==> config.mk <==
export PLATFORM = sky130hd
export DESIGN_NAME = pipe_result_fifo
export DESIGN_NICKNAME = d
export VERILOG_FILES = /design/src/rtl/pipe_result_fifo.sv
export SDC_FILE = /design/constraint.sdc
export NUM_CORES = 1
export LEC_CHECK = 0
export CAP_MARGIN = 30
export CORE_MARGIN = 1.5
export CORE_UTILIZATION = 30
export DETAILED_ROUTE_END_ITERATION = 16
export DONT_BUFFER_PORTS = 1
export SLEW_MARGIN = 40
export SYNTH_ARGS = -nofsm -noshare
export SYNTH_HDL_FRONTEND = slang
export SYNTH_SLANG_ARGS = --single-unit
export TNS_END_PERCENT = 30
==> constraint.sdc <==
create_clock -name clk -period 2.8 [get_ports clk]
set_input_delay 0.28 -clock clk [delete_from_list [all_inputs] [get_ports clk]]
set_output_delay 0.28 -clock clk [all_outputs]
set_load 0.02 [all_outputs]
==> src/rtl/pipe_result_fifo.sv <==
// Result FIFO behind the arithmetic pipe: buffers results until the consumer
// accepts them, flags dropped results, and keeps a running sum of popped values.
module pipe_result_fifo #(
  parameter int N     = 8,
  parameter int DEPTH = 4
) (
  input  logic                       clk,
  input  logic                       rst_n,
  input  logic                       in_valid,
  input  logic [N-1:0]               in_data,
  output logic                       out_valid,
  output logic [N-1:0]               out_data,
  input  logic                       out_ready,
  output logic [$clog2(DEPTH):0]     count,
  output logic                       ovf,
  input  logic                       ovf_clr,
  output logic [N+7:0]               acc
);

  localparam int AW   = $clog2(DEPTH);
  localparam int CW   = AW + 1;
  localparam int ACCW = N + 8;

  logic [N-1:0]    r_mem [DEPTH];
  logic [AW-1:0]   r_wr_ptr;
  logic [AW-1:0]   r_rd_ptr;
  logic [CW-1:0]   r_count;
  logic            r_ovf;
  logic [ACCW-1:0] r_acc;

  logic w_full;
  logic w_pop;
  logic w_push;
  logic w_drop;

  // A full FIFO still takes a write when the head leaves in the same cycle.
  assign w_full = (r_count == CW'(DEPTH));
  assign w_pop  = (r_count != '0) && out_ready;
  assign w_push = in_valid && (!w_full || w_pop);
  assign w_drop = in_valid && w_full && !w_pop;

  always_ff @(posedge clk or negedge rst_n) begin
    if (!rst_n) begin
      r_wr_ptr <= '0;
      r_rd_ptr <= '0;
      r_count  <= '0;
      r_ovf    <= 1'b0;
      r_acc    <= '0;
    end else begin
      if (w_push) begin
        r_wr_ptr <= r_wr_ptr + AW'(1);
      end
      if (w_pop) begin
        r_rd_ptr <= r_rd_ptr + AW'(1);
        r_acc    <= r_acc + ACCW'(r_mem[r_rd_ptr]);
      end
      case ({w_push, w_pop})
        2'b10:   r_count <= r_count + CW'(1);
        2'b01:   r_count <= r_count - CW'(1);
        default: r_count <= r_count;
      endcase
      // A dropped result wins over a same-cycle clear request.
      if (w_drop) begin
        r_ovf <= 1'b1;
      end else if (ovf_clr) begin
        r_ovf <= 1'b0;
      end
    end
  end

  // Storage needs no reset: only occupied entries are ever observed.
  always_ff @(posedge clk) begin
    if (w_push) begin
      r_mem[r_wr_ptr] <= in_data;
    end
  end

  assign out_valid = (r_count != '0);
  assign out_data  = r_mem[r_rd_ptr];
  assign count     = r_count;
  assign ovf       = r_ovf;
  assign acc       = r_acc;

endmodule

# Word level (Yosys, flattened, before mapping)
# Memory sizes are Yosys's and may differ from the RTL's.
# Index checks and enable logic that the tools add are counted.
# op_classes
muxes,5
order_cmp,0
div_mod_pow,0
n_reduce_logical,10
shift,0
bitwise_logic,0
addsub,5
eq_ne,3
mul,0
# op_table
operator,n
adder 16 x 8 -> 16 bit,1
case mux 3 bit (2 select lines),1
adder 2 x 1 -> 2 bit (second input constant),2
logical AND 1 bit,4
two-way mux 1 bit,4
nonzero test 2 bit,2
adder 3 x 1 -> 3 bit (second input constant),1
== test 3 bit (second input constant),1
nonzero test 3 bit,1
subtractor 3 x 1 -> 3 bit (second input constant),1
== test 2 x 1 -> 1 bit (second input constant),1
== test 2 bit (second input constant),1
logical NOT 1 bit,2
logical OR 1 bit,1
# word_totals
ramBits,32
memories,1
register_bits,24
in_bits,13
romBits,0
output_inout_bits,29
latchBits,0
# memory_table
name,depth,word_bits,rd,rd_clocked_by_memory_dff,write_ports,line,text
r_mem,4,8,1,0,1,24,logic [N-1:0] r_mem [DEPTH];

# Depth between registers and ports, before layout
# Gate-level depths: netlist of the first run.
# depth
depth_word,6
depth_mapped,10

# Worst setup path before layout of the first run
# OpenSTA, ideal clock, no wires.
# synth_timing
path_kind,register -> register
from,reg r_rd_ptr[0]
to,reg r_acc[15] (netlist: acc[15])
required_ps,2721
path_stages_with_launch,8
path_buffers,1
setup_ps,79
arrival_ps,2586
path_slack_ps,134
cell_sequence,dfrtp_1 -> buf_2 -> mux4_2 -> ha_1 -> o211ai_2 -> or3_4 -> a2111oi_4 -> xor2_1
# synth_between
elab_chain_cells,2
# synth_rtl
item,line,text
start: declaration,26,logic [AW-1:0] r_rd_ptr;
start signal: assignment,54,r_rd_ptr <= r_rd_ptr + AW'(1);
memory (4 x 8 bit),n/a,
named net out_data[3],12,"output logic [N-1:0] out_data,"
adder 16 x 8 -> 16 bit,55,r_acc <= r_acc + ACCW'(r_mem[r_rd_ptr]);
end signal: assignment,55,
end: declaration,29,logic [ACCW-1:0] r_acc;
# The timed path passes the listed nets, and every way through them passes these cells.
# A chain may end at the register's enable or synchronous reset.

# Worst setup path in the final report of the first run
# layout_timing
from,reg r_rd_ptr[0]
to,reg r_acc[8] (netlist: acc[8])
# layout_between
elab_chain_cells,2
# layout_rtl
item,line
memory (4 x 8 bit),n/a
adder 16 x 8 -> 16 bit,55
# No other way between the ends.

==> results.sh, run 1 <==
export IMPL_first_iter_violations=47
export IMPL_hold_viol_final=0
export IMPL_synth_nets=218
export IMPL_critPathBufInv=1
export IMPL_reg2reg_to="acc[8]"
export IMPL_antenna_cells=0
export IMPL_wl_per_cell_um=16.0
export IMPL_async_reset_ff_share_pct=42.9
export IMPL_drt_total_wl_um=5080
export IMPL_synth_area_top_cells="edfxtp_1 36%, dfrtp_1 23%, mux4_2 6.8%, ha_1 6.1%, xor2_1 3.3%"
export IMPL_die_x_um=97.2
export IMPL_nFillCells=871
export IMPL_power_density_mw_per_mm2=1240
export IMPL_tightestPinTransition_ns=0.525
export IMPL_numCtsBuffers=5
export IMPL_vias=1511
export IMPL_reg2reg_depth=7
export IMPL_clk_latency_ns=0.31
export IMPL_yosysMostFrequentCell="edfxtp_1"
export IMPL_grt_overflow=0
export IMPL_viasPerCell=4.75
export IMPL_drv_cap=0
export IMPL_holdPathStages=0
export IMPL_synth_top_area_cell="edfxtp_1"
export IMPL_critPathArrivalTime_ns=2.85
export IMPL_drc=0
export IMPL_required_ns=2.99
export IMPL_grt_util_all_layers_pct=11.6
export IMPL_final_min_clock_period_ns=2.65
export IMPL_die_y_um=97.2
export IMPL_endpoint_kind="register"
export IMPL_grt_max_degree=25
export IMPL_hp_class="in -> reg"
export IMPL_path_clk_slew_ns=0.10
export IMPL_min_period_over_period_pct=94.8
export IMPL_whs_ns=0.0529
export IMPL_synth_edff_count=32
export IMPL_finalSetupViolations=0
export IMPL_synthTopCellsByCount="32 x edfxtp_1, 24 x dfrtp_1, 15 x inv_1, 15 x nand2_1, 13 x ha_1"
export IMPL_antenna_found_initial=0
export IMPL_worstSetupStartpoint="r_rd_ptr[0]"
export IMPL_power_total_mw=3.74
export IMPL_yosysUniqueCellTypes=39
export IMPL_fin_tns_setup_ns=0
export IMPL_synth_warnings=0
export IMPL_timing_rr_start="r_rd_ptr[0]"
export IMPL_cts_setup_buffers=0
export IMPL_p_leak_nw=1.19
export IMPL_final_cell_area_mm2=0.00301
export IMPL_yosysSeqAreaShare_pct=58.7
export IMPL_synth_top_flop_cell="edfxtp_1"
export IMPL_clock_tree_buffer_depth=2
export IMPL_ir_worst_vdd_mv=0.287
export IMPL_crit_chain="buf_4 > mux4_2 > ha_1 > a21o_1 > nor3_1 > a211oi_1 > xor2_1"
export IMPL_outcome="finished, final reports clean"
export IMPL_fp_dieArea_mm2=0.00944
export IMPL_syn_cell_area_mm2=0.00266
export IMPL_drv_slew=0
export IMPL_initial_core_util_pct=30.7
export IMPL_tritoncts="yes"
export IMPL_syn2layout_area_growth_pct=13.2
export IMPL_pin_count=42
export IMPL_reg2reg_slack_ns=0.15
export IMPL_critPathSlowestCell="mux4_2"
export IMPL_synth_top_area_share_pct=36.1
export IMPL_final_nets=237
export IMPL_hold_start="in_data[2]"
export IMPL_slowest_delay_ns=0.56
export IMPL_worstSetupStartpointType="register"
export IMPL_final_antenna_net_count=0
export IMPL_yosys_register_bits=56
export IMPL_fmax_mhz=377
export IMPL_port_buffers=0
export IMPL_drtPass1Iterations=4
export IMPL_cp_max_fo=7
export IMPL_cts_htree_levels=2
export IMPL_core_region_area_mm2=0.00868
export IMPL_dpl_cell_area_mm2=0.00288
export IMPL_syn_inst=190
export IMPL_avgSynthCellArea_um2=14.0
export IMPL_hold_path_end="r_mem[2][2]"
export IMPL_place_hpwl_um=3870
export IMPL_gp_congestion=0.726
export IMPL_crit_type="reg -> reg"
export IMPL_fin_skew_ns=0.00386
export IMPL_grt_pass1_wl_um=8450
export IMPL_drive_gt1_share_pct=20.0
export IMPL_path_delay_family="multiplexers"
export IMPL_std_cell_rows=34
export IMPL_cts_sinks=56
export IMPL_clockRootBuffer="clkbuf_8"
export IMPL_rsz0062_at_grt="false"
export IMPL_max_slew_margin_pct=64.7
export IMPL_grt_pass1_vias=1580
export IMPL_fin_util_pct=34.7
-- where the power goes --
group	switching [mW]	internal, mW
Sequential	0.294	1.13
Combinational	1.06	0.798
Clock	0.280	0.183
-- how the worst max path moves through the flow --
stage              end  slack [ns]  cells past startpoint
4_1_cts        acc[14]         0.1                     10
6_report        acc[8]        0.15                      7
5_1_grt        acc[15]       0.003                      7
3_5_place_dp   acc[14]        0.13                     10
2_1_floorplan  acc[15]        0.13                      7
3_3_place_gp   acc[14]        0.14                     10
-- per-stage QoR --
| step | worst slack (ns) | std cells |
|---|---|---|
| floorplan | 0.134 | 190 |
| global placement | 0.136 | 308 |
| detailed placement | 0.132 | 308 |
| CTS | 0.0953 | 318 |
| global route | 0.00273 | 318 |
| finish | 0.145 | 318 |
-- per-layer routing --
metal | global-route usage, % | up-vias | wire (um)
li1 | - | 734 | -
met1 | 15.0 | 732 | 2310
met2 | 18.1 | 37 | 2410
met3 | 4.32 | 8 | 301
met4 | 3.34 | 0 | 61
met5 | 0 | - | 0
-- area by class of cell --
cell class | instances | area, um^2 | share of cell area, %
clock buffers | 5 | 68.8 | 2.28
clock inverters | 3 | 25.0 | 0.831
inverters | 15 | 56.3 | 1.87
multi-input cells | 114 | 1020 | 34.0
flip-flops and latches | 56 | 1560 | 51.8
well taps | 108 | 135 | 4.49
repair buffers | 17 | 143 | 4.73
-- repair_timing --
| item | in CTS | in global routing |
|---|---|---|
| gates resized for setup | 0 | 2 |
| endpoints found under the setup margin | 0 | 2 |
| hold endpoints to repair | 24 | 0 |
| hold buffers | 2 | 0 |
-- logic make-up after synthesis --
logic type / count (synthesis) / synth area share [%]
buffers and inverters: 20 / 3.06
DFF: 56 / 58.7
xor gates and xnor gates: 17 / 5.59
AOI/OAI and AO/OA: 38 / 11.0
adders and majority gates: 15 / 7.62
and+or+nand+nor: 36 / 7.29
muxes: 8 / 6.77
-- flip-flops by register name, summed over array words and instances (netlist names) --
register	cells
r_wr_ptr	2
r_mem	32
count	3
ovf	1
acc	16
r_rd_ptr	2
-- worst reg2reg max path: stages, from the launching register on --
cell and delay, ns:
dfrtp_1 0.36, buf_4 0.16, mux4_2 0.56, ha_1 0.43
a21o_1 0.24, nor3_1 0.42, a211oi_1 0.19, xor2_1 0.17
-- placed cells by master (no fill, tap or decap), types with 7 or more instances in the layout --
cell      instances
edfxtp_1         32
mux4_2            8
a21oi_1           7
o21ai_0           7
nand2_1          15
ha_1             13
buf_4            15
xor2_1           10
dfrtp_1          24
xnor2_1           7
inv_1            15
(Power assumes the default switching activity.)
==> run 2: changes to the inputs <==
CAP_MARGIN = default   (was 30)
==> results of run 2 <==
The final DEF is identical to that of run 1; final timing and power are the same.
